File: src/rtl/irda_dma_master.sv
// WISHBONE DMA initiator for the IrDA core: one 32-bit word per core request,
// memory -> TX FIFO and RX FIFO -> memory, with RX given priority.
module irda_dma_master #(
  parameter logic [31:0] TXF_ADR = 32'h9000_0000,
  parameter logic [31:0] RXF_ADR = 32'h9000_0000,
  parameter int          LEN_W   = 16
) (
  input  logic             wb_clk_i,
  input  logic             wb_rst_i,
  input  logic [31:0]      tx_base_i,
  input  logic [LEN_W-1:0] tx_len_i,
  input  logic             tx_start_i,
  input  logic [31:0]      rx_base_i,
  input  logic [LEN_W-1:0] rx_len_i,
  input  logic             rx_start_i,
  input  logic             dma_req_t_i,
  output logic             dma_ack_t_o,
  input  logic             dma_req_r_i,
  output logic             dma_ack_r_o,
  output logic [31:0]      m_adr_o,
  output logic [31:0]      m_dat_o,
  input  logic [31:0]      m_dat_i,
  output logic             m_we_o,
  output logic             m_stb_o,
  output logic             m_cyc_o,
  input  logic             m_ack_i,
  input  logic             m_err_i,
  output logic             tx_busy_o,
  output logic             rx_busy_o,
  output logic             tx_done_o,
  output logic             rx_done_o,
  output logic             err_o
);

  typedef enum logic [2:0] {
    S_IDLE, S_TX_RD, S_TX_WR, S_RX_RD, S_RX_WR, S_ACK, S_GAP
  } state_e;

  state_e           state_q, state_d;
  logic             sep_q, sep_d;
  logic             rx_sel_q, rx_sel_d;
  logic [31:0]      data_q, data_d;
  logic [31:0]      tx_adr_q, tx_adr_d, rx_adr_q, rx_adr_d;
  logic [LEN_W-1:0] tx_cnt_q, tx_cnt_d, rx_cnt_q, rx_cnt_d;
  logic             tx_zdone_q, tx_zdone_d, rx_zdone_q, rx_zdone_d;
  logic             err_q, err_d;
  logic             tx_busy, rx_busy, bus_err;
  logic             tx_done_ack, rx_done_ack;

  assign tx_busy = (tx_cnt_q != '0);
  assign rx_busy = (rx_cnt_q != '0);

  always_comb begin
    state_d     = state_q;
    sep_d       = sep_q;
    rx_sel_d    = rx_sel_q;
    data_d      = data_q;
    tx_adr_d    = tx_adr_q;
    rx_adr_d    = rx_adr_q;
    tx_cnt_d    = tx_cnt_q;
    rx_cnt_d    = rx_cnt_q;
    tx_zdone_d  = 1'b0;
    rx_zdone_d  = 1'b0;
    err_d       = 1'b0;
    bus_err     = 1'b0;
    m_stb_o     = 1'b0;
    m_adr_o     = '0;
    m_dat_o     = '0;
    m_we_o      = 1'b0;
    dma_ack_t_o = 1'b0;
    dma_ack_r_o = 1'b0;
    tx_done_ack = 1'b0;
    rx_done_ack = 1'b0;

    unique case (state_q)
      S_IDLE: begin
        if (rx_busy && dma_req_r_i) begin
          state_d  = S_RX_RD;
          rx_sel_d = 1'b1;
        end else if (tx_busy && dma_req_t_i) begin
          state_d  = S_TX_RD;
          rx_sel_d = 1'b0;
        end
      end
      S_TX_RD, S_RX_RD: begin
        m_stb_o = 1'b1;
        m_adr_o = (state_q == S_TX_RD) ? tx_adr_q : RXF_ADR;
        if (m_err_i) begin
          bus_err = 1'b1;
        end else if (m_ack_i) begin
          data_d  = m_dat_i;
          sep_d   = 1'b1;
          state_d = (state_q == S_TX_RD) ? S_TX_WR : S_RX_WR;
        end
      end
      S_TX_WR, S_RX_WR: begin
        // First cycle after the read is a dead bus cycle between phases.
        if (sep_q) begin
          sep_d = 1'b0;
        end else begin
          m_stb_o = 1'b1;
          m_we_o  = 1'b1;
          m_dat_o = data_q;
          m_adr_o = (state_q == S_TX_WR) ? TXF_ADR : rx_adr_q;
          if (m_err_i) begin
            bus_err = 1'b1;
          end else if (m_ack_i) begin
            state_d = S_ACK;
          end
        end
      end
      S_ACK: begin
        state_d = S_GAP;
        if (rx_sel_q) begin
          dma_ack_r_o = 1'b1;
          rx_adr_d    = rx_adr_q + 32'd4;
          rx_cnt_d    = rx_cnt_q - LEN_W'(1);
          rx_done_ack = (rx_cnt_q == LEN_W'(1));
        end else begin
          dma_ack_t_o = 1'b1;
          tx_adr_d    = tx_adr_q + 32'd4;
          tx_cnt_d    = tx_cnt_q - LEN_W'(1);
          tx_done_ack = (tx_cnt_q == LEN_W'(1));
        end
      end
      S_GAP:   state_d = S_IDLE;
      default: state_d = S_IDLE;
    endcase

    if (bus_err) begin
      err_d   = 1'b1;
      state_d = S_GAP;
      sep_d   = 1'b0;
      if (rx_sel_q) rx_cnt_d = '0;
      else          tx_cnt_d = '0;
    end

    // A start only touches an idle channel, so it never collides with the bus updates above.
    if (tx_start_i && !tx_busy) begin
      if (tx_len_i == '0) begin
        tx_zdone_d = 1'b1;
      end else begin
        tx_adr_d = tx_base_i;
        tx_cnt_d = tx_len_i;
      end
    end
    if (rx_start_i && !rx_busy) begin
      if (rx_len_i == '0) begin
        rx_zdone_d = 1'b1;
      end else begin
        rx_adr_d = rx_base_i;
        rx_cnt_d = rx_len_i;
      end
    end
  end

  always_ff @(posedge wb_clk_i) begin
    if (wb_rst_i) begin
      state_q    <= S_IDLE;
      sep_q      <= 1'b0;
      rx_sel_q   <= 1'b0;
      data_q     <= '0;
      tx_adr_q   <= '0;
      rx_adr_q   <= '0;
      tx_cnt_q   <= '0;
      rx_cnt_q   <= '0;
      tx_zdone_q <= 1'b0;
      rx_zdone_q <= 1'b0;
      err_q      <= 1'b0;
    end else begin
      state_q    <= state_d;
      sep_q      <= sep_d;
      rx_sel_q   <= rx_sel_d;
      data_q     <= data_d;
      tx_adr_q   <= tx_adr_d;
      rx_adr_q   <= rx_adr_d;
      tx_cnt_q   <= tx_cnt_d;
      rx_cnt_q   <= rx_cnt_d;
      tx_zdone_q <= tx_zdone_d;
      rx_zdone_q <= rx_zdone_d;
      err_q      <= err_d;
    end
  end

  assign m_cyc_o   = m_stb_o;
  assign tx_busy_o = tx_busy;
  assign rx_busy_o = rx_busy;
  assign tx_done_o = tx_zdone_q | tx_done_ack;
  assign rx_done_o = rx_zdone_q | rx_done_ack;
  assign err_o     = err_q;

endmodule

File: config.mk
export PLATFORM = sky130hd
export DESIGN_NAME = irda_dma_master
export DESIGN_NICKNAME = d
export VERILOG_FILES = /design/src/rtl/irda_dma_master.sv
export SDC_FILE = /design/constraint.sdc
export NUM_CORES = 1
export LEC_CHECK = 0
export ABC_AREA = 1
export CELL_PAD_IN_SITES_DETAIL_PLACEMENT = 0
export CELL_PAD_IN_SITES_GLOBAL_PLACEMENT = 1
export CORE_MARGIN = 1.5
export CORE_UTILIZATION = 38
export CTS_BUF_LIST = sky130_fd_sc_hd__clkbuf_8
export DETAILED_ROUTE_END_ITERATION = 8
export GPL_ROUTABILITY_DRIVEN = 0
export PLACE_DENSITY_LB_ADDON = 0.1
export REMOVE_ABC_BUFFERS = 1
export SYNTH_ARGS = -nofsm -noshare
export SYNTH_HDL_FRONTEND = slang
export SYNTH_SLANG_ARGS = --single-unit
File: constraint.sdc
create_clock -name wb_clk_i -period 4 [get_ports wb_clk_i]
set_input_delay 0.8 -clock wb_clk_i [delete_from_list [all_inputs] [get_ports wb_clk_i]]
set_output_delay 0.8 -clock wb_clk_i [all_outputs]
set_load 0.02 [all_outputs]
## Word-level counts from Yosys, hierarchy flattened

Cells that the tools add are included.

- Word-level logic and storage cells: 121
- Input port bits: 136
- Register bits: 136

- Add/sub/neg operators: 4
- Reduce and logical (&&, ||, !) cells: 23
- Mux-type cells: 58
- Equal/unequal tests: 19
- Bitwise gates (word level): 5

Operators by type and width:

| cell | number |
|---|---|
| 32-bit two-way mux | 13 |
| 16-bit two-way mux | 12 |
| 32-bit by 3-bit adder with 32-bit output (second input constant) | 2 |
| 32-bit case mux with 2 select lines | 1 |
| 16-bit by 1-bit == test with 1-bit output (second input constant) | 2 |
| 16-bit zero test | 2 |
| 16-bit nonzero test | 2 |
| 16-bit by 1-bit subtractor with 16-bit output (second input constant) | 2 |
| 3-bit two-way mux | 9 |
| 1-bit two-way mux | 19 |
| 3-bit != test (second input constant) | 6 |
| 3-bit case mux with 4 select lines | 1 |
| 6-bit AND reduction | 2 |
| 2-bit != test (second input constant) | 5 |
| 2-bit OR reduction | 5 |
| 3-bit by 2-bit == test with 1-bit output (second input constant) | 2 |
| 3-bit == test (second input constant) | 2 |
| 1-bit case mux with 2 select lines | 3 |
| 3-bit AND reduction | 2 |
| 1-bit logical AND | 4 |
| 4-bit != test (second input constant) | 1 |
| 2-bit nonzero test | 2 |
| 3-bit by 1-bit == test with 1-bit output (second input constant) | 1 |
| 3-bit zero test | 1 |
| other kinds (4) | 8 |

## Depth between registers and ports, before layout

- Depth after elaboration: 7
- Gate-level depth with buffers: 13
- Gate-level depth less buffers: 12

## Worst setup path before layout

Ideal clock, no wire load.

- Path kind: register to output
- Start point: reg state_q[0]
- End point: out m_adr_o[19]
- Setup slack: 1.438 ns
- Data arrival time: 1.762 ns
- Buffers on the path: 2
- Stages on the path, launching flop included: 10
- Cell sequence: dfxtp_1 > buf_4 > inv_1 > nand2_1 > nor2_2 > inv_1 > nor2_2 > inv_2 > buf_2 > o32ai_1

- Cells in the longest elaborated chain, start to end: 4
- Elaborated cells on any way between the ends: 10
- Those cells by class: eq/ne: 4; mux: 4; reduce/logical: 2

Ends and longest elaborated chain:

| what | line | source |
|---|---|---|
| start, declared | 39 | `state_e state_q, state_d;` |
| start signal, assigned | 171 | `state_q <= state_d;` |
| 3-bit by 2-bit == test with 1-bit output | 75, 104 |  |
| 32-bit two-way mux | 104 | `m_adr_o = (state_q == S_TX_WR) ? TXF_ADR : rx_adr_q;` |
| 32-bit two-way mux | 98 | `if (sep_q) begin` |
| 32-bit case mux with 2 select lines (*) | 75 | `unique case (state_q)` |
| end, declared | 20 | `output logic [31:0] m_adr_o,` |

Mark *: on every way between the ends. The rest lies on a longest branch, timed or not.

## Worst setup path in the final report

- Start point: reg state_q[0]
- End point: out m_adr_o[26]

The elaborated chain is that of the path after synthesis.

==> out/metrics.cfg <==
[status]
status = finished clean

[sta]
post-route-period-util_pct = 90.6
min_period_ns = 3.62
rsz0062_at_grt = false
setup_viol = 0
hold_violations = 0
maxSlewViolCount = 0
setup_tns_ns = 0
finalClockSkew_ns = 0.0173
relSlewSlack_pct = 31.7
worst_pin_slew_ns = 1.02
fmax_ghz = 0.276

[worst_hold_path]
min_from = data_q[15]
worstHoldEndpoint = data_q[15]
hold-path-cell-count = 2
hold_class = flop to flop

[pwr]
pwr-share-seq_pct = 32.3
p_comb_share_pct = 48.0
clockPowerShare_pct = 19.8
p_int_w = 0.00363
p_sw_w = 0.00293
power.density_nw_per_um2 = 595
sw_frac_of_total_pct = 44.6
ir_worst_vdd_uv = 270
p_leak_nw = 4.39

[layout]
fillCellCount = 2227
diodes = 0
layout_commonest_cell = clkdlybuf4s50_1
layout.cells.non_filler = 1724
layout.nets = 1581
drive_above_1_share_pct = 6.63
area_delta_synth_final_pct = 32.7
layout.cells.most_common_list = clkdlybuf4s50_1 (209), nand2_1 (197), inv_1 (171)

[grt]
grt_pass1_wl_mm = 41.1
grt_max_degree = 103
grt_pass1_vias = 8053
grt-ovfl-total = 0
grt.total_usage_pct = 23.1
antenna_found_initial = 0

[setup_path]
worst-setup-path-type = flop to output port
crit_required_ns = 3.20
cp_max_fo = 45
worstPathArrival_ns = 2.82
cp-end-kind = output port
crit_path_cell_trace = inv_1 > nand2_1 > nor2_2 > inv_1 > nor2_2 > buf_4 > inv_4 > o32ai_1 > clkdlybuf4s50_1
worst-path-buf-inv = 5
timing.rr.start = state_q[0]
r2r_setup_slack_ns = 1.50
crit_slowest_cell = clkdlybuf4s50_1
critical_path.startpoint_type = flop
reg2reg_depth = 5
timing.rr.end = data_q[7]
max_stage_delay_ns = 0.66
crit_family = buffers and inverters

[synth]
synth_top_area_share_pct = 32.8
synth_edf_count = 0
synthArstFlopShare_pct = 0
synth_area_um2 = 8310
syn_area_per_cell_um2 = 6.63
synth_warnings = 0
ys.flop_type = dfxtp_1
synthTopCellsByArea = dfxtp_1 (33%), nand2_1 (8.9%), o21ai_0 (8.0%), inv_1 (7.7%), nor2_1 (7.3%)
synth_area_leader_cell = dfxtp_1
ys_ff_latch = 136
syn_inst = 1253
yosysSeqAreaShare_pct = 32.8
synth_cell_types = 46

[routing]
via_per_inst = 5.04
wire_per_inst_um = 15.1
num_vias = 8688
drc = 0
drtPass1Iterations = 5
wirelength_mm = 26.1
drt_iter0_drc = 410
ant_nets = 0

[cts]
clkTransAtPathRegs_ns = 0.09
cts-hold-fix-buffers = 0
cts.sink_count = 136
cts_tree = done
cts_root_buffer = clkbuf_8
worstSkewPairLatency_ns = 0.45
cts_made_buffers = 17
cts.path.max_buffers = 2
post_cts_buffers = 0
htreeDepth = 4

[floorplan]
initial_core_util_pct = 39.2
pin_count = 210
dieArea_um2 = 22800
die_y_um = 151
coreArea_um2 = 21200
row_count = 53
die_w_um = 151

[job]
cap_violations = 0

[placed_design]
io_buffers = 209
dp.cells = 1693
dpl.hpwl_mm = 19.2

==> metrics by stage <==
step	util, %	hold WS, ns	cell area [um2]	setup slack (ns)	total power, W
after floorplan	-	0.432	8000	0.604	0.00408
after global placement	49.9	0.444	10600	0.599	0.00528
after detailed placement	49.9	0.448	10600	0.546	0.00530
after CTS	51.9	0.461	11000	0.0382	0.00662
after global routing	51.9	0.482	11000	0.146	0.00711
final	51.9	0.458	11000	0.375	0.00656
==> power by group through the flow <==
stage	sequential, W	combinational [W]	clock (W)
after global routing	0.00218	0.00354	0.00138
after CTS	0.00211	0.00318	0.00133
after floorplan	0.00204	0.00205	0
after detailed placement	0.00214	0.00316	0
after global placement	0.00214	0.00314	0
final	0.00212	0.00315	0.00130
==> cells by family after synthesis <==
kind of cell	Yosys count	share of synthesized area [%]
buffers and inverters	237	11.7
AOI/OAI and AO/OA	279	19.3
adders and majority gates	8	1.20
and+or+nand+nor	559	31.4
xor gates and xnor gates	34	3.58
DFF	136	32.8
==> how the worst max path moves through the flow <==
stage / from / end / slack (ns) / cells after the start
finish: state_q[0] / m_adr_o[26] / 0.38 / 9
detailed placement: state_q[2] / m_adr_o[26] / 0.55 / 8
global route: state_q[1] / m_adr_o[17] / 0.15 / 6
CTS: state_q[2] / m_adr_o[26] / 0.04 / 8
global placement: state_q[2] / m_adr_o[3] / 0.60 / 8
floorplan: state_q[2] / m_adr_o[19] / 0.60 / 6
==> worst min-delay path: stages, from the launching register on <==
cell and delay (ns):
dfxtp_1 0.31, inv_1 0.06, a21oi_1 0.06
==> area by class of cell <==
cell class	instances	area, um2	share of cell area [%]
multi-input combinational	880	4630	42.0
tap	275	344	3.12
inverter	178	672	6.10
clock buffer	19	262	2.37
sequential	136	2720	24.7
clock inverter	12	174	1.58
timing repair buffer	224	2220	20.1
==> cell usage after synthesis, types with 2 or more instances <==
cell type	n
nor2_4	8
or2_1	2
buf_2	21
nand3_1	101
o211ai_1	7
nand4_2	2
ha_1	8
nor3_1	14
or2_2	10
o21bai_1	11
nor4b_1	2
xor2_1	22
inv_1	171
nand2_4	2
buf_1	2
clkbuf_1	26
nor2_2	7
nand2_1	198
or2_0	5
a31oi_1	13
buf_6	6
o32ai_1	12
o21ai_0	132
a32o_1	16
a21oi_1	83
inv_2	4
xnor2_1	12
nor3_2	2
nor2_1	162
nand2_2	4
nand4_4	3
nand4_1	30
clkinv_1	3
buf_4	4
dfxtp_1	136
nor3b_1	2
==> what timing repair did <==
action | 4_1_cts | 5_1_grt
gates resized for setup | 0 | 3
hold endpoints to repair | 0 | 0
endpoints found under the setup margin | 0 | 18
==> sequential cells by signal (all words and copies together), names as in the netlist <==
register,flops
data_q,32
err_o,1
rx_adr_q,32
rx_cnt_q,16
rx_sel_q,1
rx_zdone_q,1
sep_q,1
state_q,3
tx_adr_q,32
tx_cnt_q,16
tx_zdone_q,1
==> metal layers <==
metal | vias to the layer above | wire (um) | global-route usage, %
met5 | - | 0 | 0
met4 | 0 | 297 | 5.15
met3 | 22 | 1610 | 4.13
met2 | 227 | 12700 | 39.3
met1 | 3938 | 11500 | 30.4
li1 | 4501 | - | -
Power figures use the tool's default switching activity.
